**src/rtl/wb_stage_reg_if.sv**
```systemverilog
// Bundle of MEM-stage inputs and WB-stage outputs for wb_stage_reg.
// The slave modport is the pipeline register; the master modport is its environment.
interface wb_stage_reg_if #(
  parameter int unsigned DATA_W  = 32,
  parameter int unsigned RADDR_W = 5,
  parameter int unsigned PC_W    = 32,
  parameter int unsigned CNT_W   = 32
);
  logic                 stall_in;
  logic                 flush_in;
  logic                 valid_in;
  logic                 mem_rd_in;
  logic                 mem_sign_ext_in;
  logic [DATA_W/8-1:0]  mem_sel_in;
  logic [DATA_W-1:0]    ram_rdata_in;
  logic [DATA_W-1:0]    result_in;
  logic                 reg_we_in;
  logic [RADDR_W-1:0]   reg_waddr_in;
  logic [PC_W-1:0]      pc_in;

  logic                 valid_out;
  logic [DATA_W-1:0]    wb_data_out;
  logic                 reg_we_out;
  logic [RADDR_W-1:0]   reg_waddr_out;
  logic [PC_W-1:0]      pc_out;
  logic                 misalign_out;
  logic [CNT_W-1:0]     retire_cnt_out;

  modport slave (
    input  stall_in, flush_in, valid_in, mem_rd_in, mem_sign_ext_in, mem_sel_in,
           ram_rdata_in, result_in, reg_we_in, reg_waddr_in, pc_in,
    output valid_out, wb_data_out, reg_we_out, reg_waddr_out, pc_out, misalign_out,
           retire_cnt_out
  );

  modport master (
    output stall_in, flush_in, valid_in, mem_rd_in, mem_sign_ext_in, mem_sel_in,
           ram_rdata_in, result_in, reg_we_in, reg_waddr_in, pc_in,
    input  valid_out, wb_data_out, reg_we_out, reg_waddr_out, pc_out, misalign_out,
           retire_cnt_out
  );
endinterface

```
**src/rtl/wb_stage_reg.sv**
```systemverilog
// MEM->WB pipeline register with load lane extraction, stall hold, flush bubble and
// an optional saturating retire counter (built when WB_RETIRE_CNT_EN is defined).
module wb_stage_reg #(
  parameter int unsigned DATA_W  = 32,
  parameter int unsigned RADDR_W = 5,
  parameter int unsigned PC_W    = 32,
  parameter int unsigned CNT_W   = 32
) (
  input logic            clk,
  input logic            reset,
  wb_stage_reg_if.slave  bus
);

  localparam int unsigned Lanes  = DATA_W / 8;
  localparam int unsigned NSizes = $clog2(Lanes) + 1;

  logic               legal;
  int unsigned        lane_n;
  int unsigned        lane_l;
  logic [Lanes-1:0]   cand;
  logic [DATA_W-1:0]  shifted;
  logic [DATA_W-1:0]  keep_mask;
  logic [DATA_W-1:0]  sign_mask;
  logic [DATA_W-1:0]  aligned;
  logic [DATA_W-1:0]  wb_data_sel;

  // Search every naturally aligned power-of-two lane run for an exact mask match.
  always_comb begin
    legal  = 1'b0;
    lane_n = Lanes;
    lane_l = 0;
    cand   = '0;
    for (int unsigned k = 0; k < NSizes; k++) begin
      for (int unsigned l = 0; l < Lanes; l++) begin
        if ((l % (32'd1 << k)) == 0) begin
          cand = ({Lanes{1'b1}} >> (Lanes - (32'd1 << k))) << l;
          if (bus.mem_sel_in == cand) begin
            legal  = 1'b1;
            lane_n = 32'd1 << k;
            lane_l = l;
          end
        end
      end
    end
  end

  always_comb begin
    shifted   = bus.ram_rdata_in >> (8 * lane_l);
    keep_mask = {DATA_W{1'b1}} >> (DATA_W - 8 * lane_n);
    sign_mask = keep_mask & ~(keep_mask >> 1);
    aligned   = shifted & keep_mask;
    // Full-width loads have an empty ~keep_mask, so extension is a no-op there.
    if (bus.mem_sign_ext_in && |(shifted & sign_mask)) begin
      aligned = aligned | ~keep_mask;
    end
    if (!bus.mem_rd_in) begin
      wb_data_sel = bus.result_in;
    end else if (legal) begin
      wb_data_sel = aligned;
    end else begin
      wb_data_sel = bus.ram_rdata_in;
    end
  end

  logic               valid_q;
  logic [DATA_W-1:0]  wb_data_q;
  logic               reg_we_q;
  logic [RADDR_W-1:0] reg_waddr_q;
  logic [PC_W-1:0]    pc_q;
  logic               misalign_q;

  always_ff @(posedge clk or posedge reset) begin
    if (reset) begin
      valid_q     <= 1'b0;
      wb_data_q   <= '0;
      reg_we_q    <= 1'b0;
      reg_waddr_q <= '0;
      pc_q        <= '0;
      misalign_q  <= 1'b0;
    end else if (bus.flush_in) begin
      valid_q     <= 1'b0;
      wb_data_q   <= '0;
      reg_we_q    <= 1'b0;
      reg_waddr_q <= '0;
      pc_q        <= '0;
      misalign_q  <= 1'b0;
    end else if (!bus.stall_in) begin
      valid_q     <= bus.valid_in;
      wb_data_q   <= wb_data_sel;
      reg_we_q    <= bus.reg_we_in & bus.valid_in;
      reg_waddr_q <= bus.reg_waddr_in;
      pc_q        <= bus.pc_in;
      misalign_q  <= bus.valid_in & bus.mem_rd_in & ~legal;
    end
  end

`ifdef WB_RETIRE_CNT_EN
  logic [CNT_W-1:0] retire_cnt_q;

  always_ff @(posedge clk or posedge reset) begin
    if (reset) begin
      retire_cnt_q <= '0;
    end else if (!bus.flush_in && !bus.stall_in && bus.valid_in && (retire_cnt_q != '1)) begin
      retire_cnt_q <= retire_cnt_q + 1'b1;
    end
  end

  assign bus.retire_cnt_out = retire_cnt_q;
`else
  assign bus.retire_cnt_out = '0;
`endif

  assign bus.valid_out     = valid_q;
  assign bus.wb_data_out   = wb_data_q;
  assign bus.reg_we_out    = reg_we_q;
  assign bus.reg_waddr_out = reg_waddr_q;
  assign bus.pc_out        = pc_q;
  assign bus.misalign_out  = misalign_q;

endmodule
```
**src/flat_wrapper.sv**
```systemverilog
// flat-port wrapper written by rule: the top's interface ports become plain ports
module wb_stage_reg_flat 
#(
  parameter int unsigned DATA_W  = 32,
  parameter int unsigned RADDR_W = 5,
  parameter int unsigned PC_W    = 32,
  parameter int unsigned CNT_W   = 32
)
  (clk, reset, bus_stall_in, bus_flush_in, bus_valid_in, bus_mem_rd_in, bus_mem_sign_ext_in, bus_mem_sel_in, bus_ram_rdata_in, bus_result_in, bus_reg_we_in, bus_reg_waddr_in, bus_pc_in, bus_valid_out, bus_wb_data_out, bus_reg_we_out, bus_reg_waddr_out, bus_pc_out, bus_misalign_out, bus_retire_cnt_out);
  wb_stage_reg_if #(.DATA_W(DATA_W), .RADDR_W(RADDR_W), .PC_W(PC_W), .CNT_W(CNT_W)) bus_i ();
  input logic clk;
  input logic reset;
  input wire logic [$bits(bus_i.stall_in)-1:0] bus_stall_in;
  input wire logic [$bits(bus_i.flush_in)-1:0] bus_flush_in;
  input wire logic [$bits(bus_i.valid_in)-1:0] bus_valid_in;
  input wire logic [$bits(bus_i.mem_rd_in)-1:0] bus_mem_rd_in;
  input wire logic [$bits(bus_i.mem_sign_ext_in)-1:0] bus_mem_sign_ext_in;
  input wire logic [$bits(bus_i.mem_sel_in)-1:0] bus_mem_sel_in;
  input wire logic [$bits(bus_i.ram_rdata_in)-1:0] bus_ram_rdata_in;
  input wire logic [$bits(bus_i.result_in)-1:0] bus_result_in;
  input wire logic [$bits(bus_i.reg_we_in)-1:0] bus_reg_we_in;
  input wire logic [$bits(bus_i.reg_waddr_in)-1:0] bus_reg_waddr_in;
  input wire logic [$bits(bus_i.pc_in)-1:0] bus_pc_in;
  output wire logic [$bits(bus_i.valid_out)-1:0] bus_valid_out;
  output wire logic [$bits(bus_i.wb_data_out)-1:0] bus_wb_data_out;
  output wire logic [$bits(bus_i.reg_we_out)-1:0] bus_reg_we_out;
  output wire logic [$bits(bus_i.reg_waddr_out)-1:0] bus_reg_waddr_out;
  output wire logic [$bits(bus_i.pc_out)-1:0] bus_pc_out;
  output wire logic [$bits(bus_i.misalign_out)-1:0] bus_misalign_out;
  output wire logic [$bits(bus_i.retire_cnt_out)-1:0] bus_retire_cnt_out;
  assign bus_i.stall_in = bus_stall_in;
  assign bus_i.flush_in = bus_flush_in;
  assign bus_i.valid_in = bus_valid_in;
  assign bus_i.mem_rd_in = bus_mem_rd_in;
  assign bus_i.mem_sign_ext_in = bus_mem_sign_ext_in;
  assign bus_i.mem_sel_in = bus_mem_sel_in;
  assign bus_i.ram_rdata_in = bus_ram_rdata_in;
  assign bus_i.result_in = bus_result_in;
  assign bus_i.reg_we_in = bus_reg_we_in;
  assign bus_i.reg_waddr_in = bus_reg_waddr_in;
  assign bus_i.pc_in = bus_pc_in;
  assign bus_valid_out = bus_i.valid_out;
  assign bus_wb_data_out = bus_i.wb_data_out;
  assign bus_reg_we_out = bus_i.reg_we_out;
  assign bus_reg_waddr_out = bus_i.reg_waddr_out;
  assign bus_pc_out = bus_i.pc_out;
  assign bus_misalign_out = bus_i.misalign_out;
  assign bus_retire_cnt_out = bus_i.retire_cnt_out;
  wb_stage_reg #(.DATA_W(DATA_W), .RADDR_W(RADDR_W), .PC_W(PC_W), .CNT_W(CNT_W)) u_core (.clk(clk), .reset(reset), .bus(bus_i));
endmodule
```
**config.mk**
```make
export PLATFORM = sky130hd
export DESIGN_NAME = wb_stage_reg_flat
export DESIGN_NICKNAME = d
export VERILOG_FILES = /design/src/rtl/wb_stage_reg_if.sv /design/src/rtl/wb_stage_reg.sv /design/src/flat_wrapper.sv
export SDC_FILE = /design/constraint.sdc
export NUM_CORES = 1
export LEC_CHECK = 0
export BUFFER_PORTS_ARGS = -buffer_cell sky130_fd_sc_hd__buf_2
export CELL_PAD_IN_SITES_DETAIL_PLACEMENT = 0
export CELL_PAD_IN_SITES_GLOBAL_PLACEMENT = 1
export CORE_ASPECT_RATIO = 1.1
export CORE_UTILIZATION = 30
export CTS_CLUSTER_SIZE = 16
export DETAILED_ROUTE_END_ITERATION = 7
export GPL_TIMING_DRIVEN = 0
export HOLD_SLACK_MARGIN = 0.06
export PLACE_DENSITY_LB_ADDON = 0.1
export SYNTH_ARGS = -nofsm -noshare
export SYNTH_HDL_FRONTEND = slang
export SYNTH_SLANG_ARGS = --single-unit
```
**constraint.sdc**
```tcl
create_clock -name clk -period 2.8 [get_ports clk]
set_input_delay 0.28 -clock clk [delete_from_list [all_inputs] [get_ports clk]]
set_output_delay 0.28 -clock clk [all_outputs]
set_load 0.02 [all_outputs]
```
Word level (Yosys, flattened, before mapping)
Cells that the tools add are included.

storage, ports and cells
  flip-flop bits (word level) = 72
  input port bits = 113
  output and inout bits = 104
  word-level logic and storage cells = 64

cells by class
  add/sub/neg operators = 1
  equal/unequal tests = 8
  shift operators = 2
  multiplexer cells = 35
  bitwise logic cells = 10
  reductions and logical operators = 2

operators by type and width
  cell                    count
  $mux 32                 7
  $and 32x32->32          3
  $not 31->32             1
  $not 32->32             1
  $or 32x32->32           1
  $reduce_or 32->1        1
  $shr 32x32->32 const A  1
  $shr 32x5->32           1
  $mux 3                  7
  $mux 1                  14
  $eq 4x4->1 const B      3
  $mux 2                  5
  $mux 5                  2
  $eq 4x2->1 const B      2
  $sub 6x6->7 const A     1
  $eq 4x1->1 const B      1
  $eq 4x3->1 const B      1
  $and 1x1->1             3
  $ne 2x1->1 const B      1
  $logic_and 1x1->1       1
  $not 1->1               1

Longest topological paths before layout
  word-level depth = 20
  gate-level depth with buffers = 15
  mapped depth without buffers = 12

Worst setup path after synthesis
Ideal clock, no wire load.

  kind = input to register
  from = in bus_mem_sel_in[3]
  to = reg u_core.wb_data_q[15] (netlist: u_core.bus.wb_data_out[15])
  setup time = 0.092 ns
  arrival time = 3.248 ns
  required time = 2.708 ns
  slack = -0.540 ns
  stages = 12
  path buffers = 1
  cell sequence = buf_6 -> xor2_2 -> a211oi_4 -> ha_1 -> inv_1 -> ha_1 -> or3b_1 -> a2111oi_4 -> nand3_4 -> o311ai_4 -> o22ai_4 -> o31ai_2

on the way
  word-level cells in the longest chain between the ends = 20
  elaborated cells on any way between the ends = 43
  those cells by class = add/sub: 1; eq/ne: 7; shift: 2; mux: 25; bitwise: 6; reduce/logical: 2

RTL lines
  item                  RTL line            text
  start, declared       flat_wrapper.sv:18  input wire logic [$bits(bus_i.mem_sel_in)-1:0] bus_mem_sel_in;
  $eq 4x1->1            wb_stage_reg.sv:37  if (bus.mem_sel_in == cand) begin
  $mux 3 (7 in a row)   wb_stage_reg.sv:37
  $sub 6x6->7           wb_stage_reg.sv:49  keep_mask = {DATA_W{1'b1}} >> (DATA_W - 8 * lane_n);
  $shr 32x32->32        wb_stage_reg.sv:49
  $not 31->32           wb_stage_reg.sv:50  sign_mask = keep_mask & ~(keep_mask >> 1);
  $and 32x32->32        wb_stage_reg.sv:50
  $and 32x32->32        wb_stage_reg.sv:53  if (bus.mem_sign_ext_in && |(shifted & sign_mask)) begin
  $reduce_or 32->1      wb_stage_reg.sv:53
  $logic_and 1x1->1     wb_stage_reg.sv:53
  $mux 32               wb_stage_reg.sv:53
  $mux 32 (*)           wb_stage_reg.sv:58  end else if (legal) begin
  $mux 32 (*)           wb_stage_reg.sv:56  if (!bus.mem_rd_in) begin
  $mux 32 (*)           wb_stage_reg.sv:87  end else if (!bus.stall_in) begin
  $mux 32 (*)           wb_stage_reg.sv:80  end else if (bus.flush_in) begin
  end signal, assigned  wb_stage_reg.sv:89  wb_data_q <= wb_data_sel;
  end, declared         wb_stage_reg.sv:66  logic [DATA_W-1:0] wb_data_q;

Mark *: on every way between the ends. The rest lies on a longest branch, timed or not. The select of a mux whose other input is x is not followed.
A chain may end at the register's enable or synchronous reset.

Final worst setup path
  from = in bus_mem_sel_in[2]
  to = reg u_core.wb_data_q[28] (netlist: u_core.bus.wb_data_out[28])

Same word-level chain as after synthesis.

==> results by group <==
Outcome
  – Outcome: finished clean

Pwr
  – Register share of total power: 31.5%
  – Total chip power: 3.66 mW
  – Internal power: 2.44 mW
  – Leak: 3.51 nW
  – P_sw: 1.22 mW
  – Share of total power in the clock network: 37.2%
  – Pwr/cell area: 505 nW/um2
  – Power share of the combinational group: 31.3%
  – Peak supply drop: 0.000341 V
  – Net Sw Frac: 33.3%

Floorplanning
  – Core Area: 16600 um2
  – FP Rows: 49
  – Initial Utilization: 31.1%
  – Die Width: 127 um
  – Boundary pin count: 217
  – DIE AREA: 17700 um2
  – Die H: 140 um

Global routing
  – First-pass GRT wire length: 30.9 mm
  – Largest net degree at the start of global routing: 40
  – Vias in the first global route: 5475
  – Grt ovf: 0
  – Antenna violations before repair: 1
  – GRT Util Overall: 22.9%

Clocking
  – CTS Buf Count: 9
  – CTS Root Cell: clkbuf_16
  – Clk Latency, worst-skew pair: 0.34 ns
  – CTS tree: built
  – Clock-pin slew on the worst setup and hold paths: 0.06 ns
  – Worst-case clock buffer depth: 2
  – H-tree depth: 3
  – Clock Sinks: 72

STA
  – Fmax: 362 MHz
  – RSZ-0062 raised after global routing: true
  – Fin crit period: 2.76 ns
  – Least-Margin Pin Slew: 0.808 ns
  – Final setup vio count: 0
  – Pins over their slew limit: 0
  – Clk_skew: 0 ns
  – Fin crit share: 98.6%
  – Slew HR: 46.1%
  – Hold Fails Final Rpt: 0

Route
  – Routed Antenna Nets: 0
  – Drt pass-1 iters: 6
  – Total Wirelength: 20.0 mm
  – WL/cell: 19.3 um
  – Drt via density: 5.25
  – 1st-iter DRT viols: 337
  – DRC: 0
  – Routed vias: 5444

Logic synthesis
  – Post-synthesis sequential area ratio: 34.9%
  – Post-synth EDFFs: 0
  – Mapped Area: 5170 um2
  – Ys flop type: dfrtp_1
  – Average size of a mapped cell: 9.19 um2
  – Post-synth cell types: 67
  – Cells after Synth: 562
  – Asr flop ratio synth: 100%
  – Synth Register Bits: 72
  – Yosys warning count: 0

Worst setup path
  – Crit path capture: u_core.bus.wb_data_out[28]
  – Critical Path Fanout Max: 8
  – WP data required: 3.05 ns
  – Critical Path Sink Type: flip-flop
  – Crit path launch: bus_mem_sel_in[2]
  – Crit path DAT: 3.01 ns
  – Reg2reg end: u_core.bus.wb_data_out[9]
  – R2r setup slk: 1.74 ns
  – Critical Path Source Type: input pin
  – RR Startpoint: u_core.bus.wb_data_out[9]
  – Reg2Reg Depth: 2
  – Worst setup path category: in -> reg

Layout
  – Share of cells above drive strength 1: 39.9%
  – Layout Cells excl Fill: 1036
  – Most frequent cells in the layout: buf_2 (182), nor2_1 (73), dfrtp_1 (72)
  – Area growth syn-to-layout: 40.3%
  – Most common cell after layout, fill and taps aside: buf_2
  – Ant diodes: 0
  – Filler cell count in the final layout: 1689
  – Area of the multi-input gates: 3060 um2
  – Final core occ: 43.6%
  – Fin nets: 917
  – Reg area: 1800 um2

Placed design
  – Placed cells: 1004
  – Port buffer count: 181
  – Post-DP HPWL: 15.0 mm
  – Final Wtd Congestion: 0.841

Job
  – Max Cap Viol: 0

Worst hold path
  – Min-Delay Path Class: in -> reg
  – Worst Hold Path Cells: 3
==> critical path: stages <==
cell	delay (ns)
buf_12	0.11
buf_8	0.13
buf_6	0.11
and3_4	0.17
a31oi_4	0.13
ha_2	0.19
inv_2	0.04
ha_4	0.28
or3b_4	0.39
a2111oi_4	0.18
buf_4	0.21
buf_12	0.13
nand3_1	0.06
a211oi_1	0.22
o21ai_1	0.12
a221oi_2	0.24
==> how the worst min path moves through the flow <==
| stage | startpoint | to | slack [ns] |
|---|---|---|---|
| after detailed placement | reset | u_core.bus.pc_out[29] | 0.34 |
| after global routing | bus_reg_waddr_in[4] | u_core.bus.reg_waddr_out[4] | 0.17 |
| after floorplan | bus_pc_in[0] | u_core.bus.pc_out[0] | 0.43 |
| after CTS | bus_pc_in[6] | u_core.bus.pc_out[6] | 0.16 |
| after global placement | u_core.bus.wb_data_out[17] | u_core.bus.wb_data_out[17] | 0.46 |
| final | bus_pc_in[6] | u_core.bus.pc_out[6] | 0.17 |
==> metal layers <==
metal / vias up / global-route usage (%) / share of wire (%) / wire, um
li1: 2514 / - / - / -
met1: 2604 / 28.2 / 40 / 8040
met2: 275 / 38.0 / 48 / 9610
met3: 49 / 6.77 / 8.4 / 1680
met4: 2 / 7.96 / 3.3 / 651
met5: - / 0 / 0.065 / 13
==> registers in the layout, summed over array words and instances, names as in the netlist <==
register and count:
u_core.bus.pc_out 32, u_core.bus.wb_data_out 32, u_core.bus.reg_waddr_out 5, u_core.bus.misalign_out 1, u_core.bus.reg_we_out 1, u_core.bus.valid_out 1
==> stage by stage <==
step                setup TNS, ns  area [um2]  worst slack (ns)  hold slack, ns
finish                          0        7250            0.0403           0.174
global route               -0.170        7250           -0.0513           0.169
CTS                        -0.139        7210           -0.0272           0.161
global placement           -54.25        6540             -1.05           0.462
floorplan                   -5.57        5350            -0.282           0.433
detailed placement         -27.62        6560             -1.07           0.344
==> cell families (layout without fill, tap and decap cells) <==
group | count (synthesis) | in the layout | share of synthesized area [%]
compound gates | 186 | 187 | 28.7
xor+xnor | 3 | 3 | 0.654
fa+ha+maj | 2 | 2 | 0.484
buf+inv | 112 | 325 | 11.2
flops | 72 | 72 | 34.9
mux | 45 | 45 | 10.4
other cells | 1 | 32 | 0.0726
simple gates | 141 | 141 | 13.7
==> cells in the mapped netlist (14+ instances only) <==
library cell / number / area [um2]
inv_1: 31 / 116
dfrtp_1: 72 / 1800
nor2b_1: 14 / 87.6
a21oi_1: 37 / 185
nand2_1: 18 / 67.6
o31ai_1: 18 / 135
mux2i_1: 38 / 380
clkbuf_1: 32 / 120
a222oi_1: 15 / 150
buf_4: 35 / 263
nor2_1: 73 / 274
a211oi_1: 14 / 105
==> layout make-up <==
| type | instances | share of cell area, % |
|---|---|---|
| Multi-Input combinational cell | 410 | 42.2 |
| Sequential cell | 72 | 24.9 |
| Timing Repair Buffer | 199 | 15.2 |
| Buffer | 79 | 7.30 |
| Tap cell | 229 | 3.95 |
| Clock buffer | 10 | 3.16 |
| Inverter | 31 | 1.64 |
| Clock inverter | 6 | 1.59 |
==> power by group through the flow <==
stage / Clock [mW] / Combinational, mW / Sequential (mW)
finish: 1.36 / 1.15 / 1.15
global route: 1.44 / 1.23 / 1.16
CTS: 1.40 / 1.13 / 1.15
detailed placement: 0 / 1.04 / 1.17
global placement: 0 / 1.03 / 1.17
floorplan: 0 / 0.607 / 1.25
==> repair_timing <==
item / in CTS / in global routing
hold endpoints to repair: 33 / 0
pin swaps: 13 / 9
resized for setup: 35 / 8
setup endpoints to repair: 31 / 26
hold buffers: 1 / 0
buffers inserted: 13 / 3
cloned: 1 / 0
(Power assumes the default switching activity.)
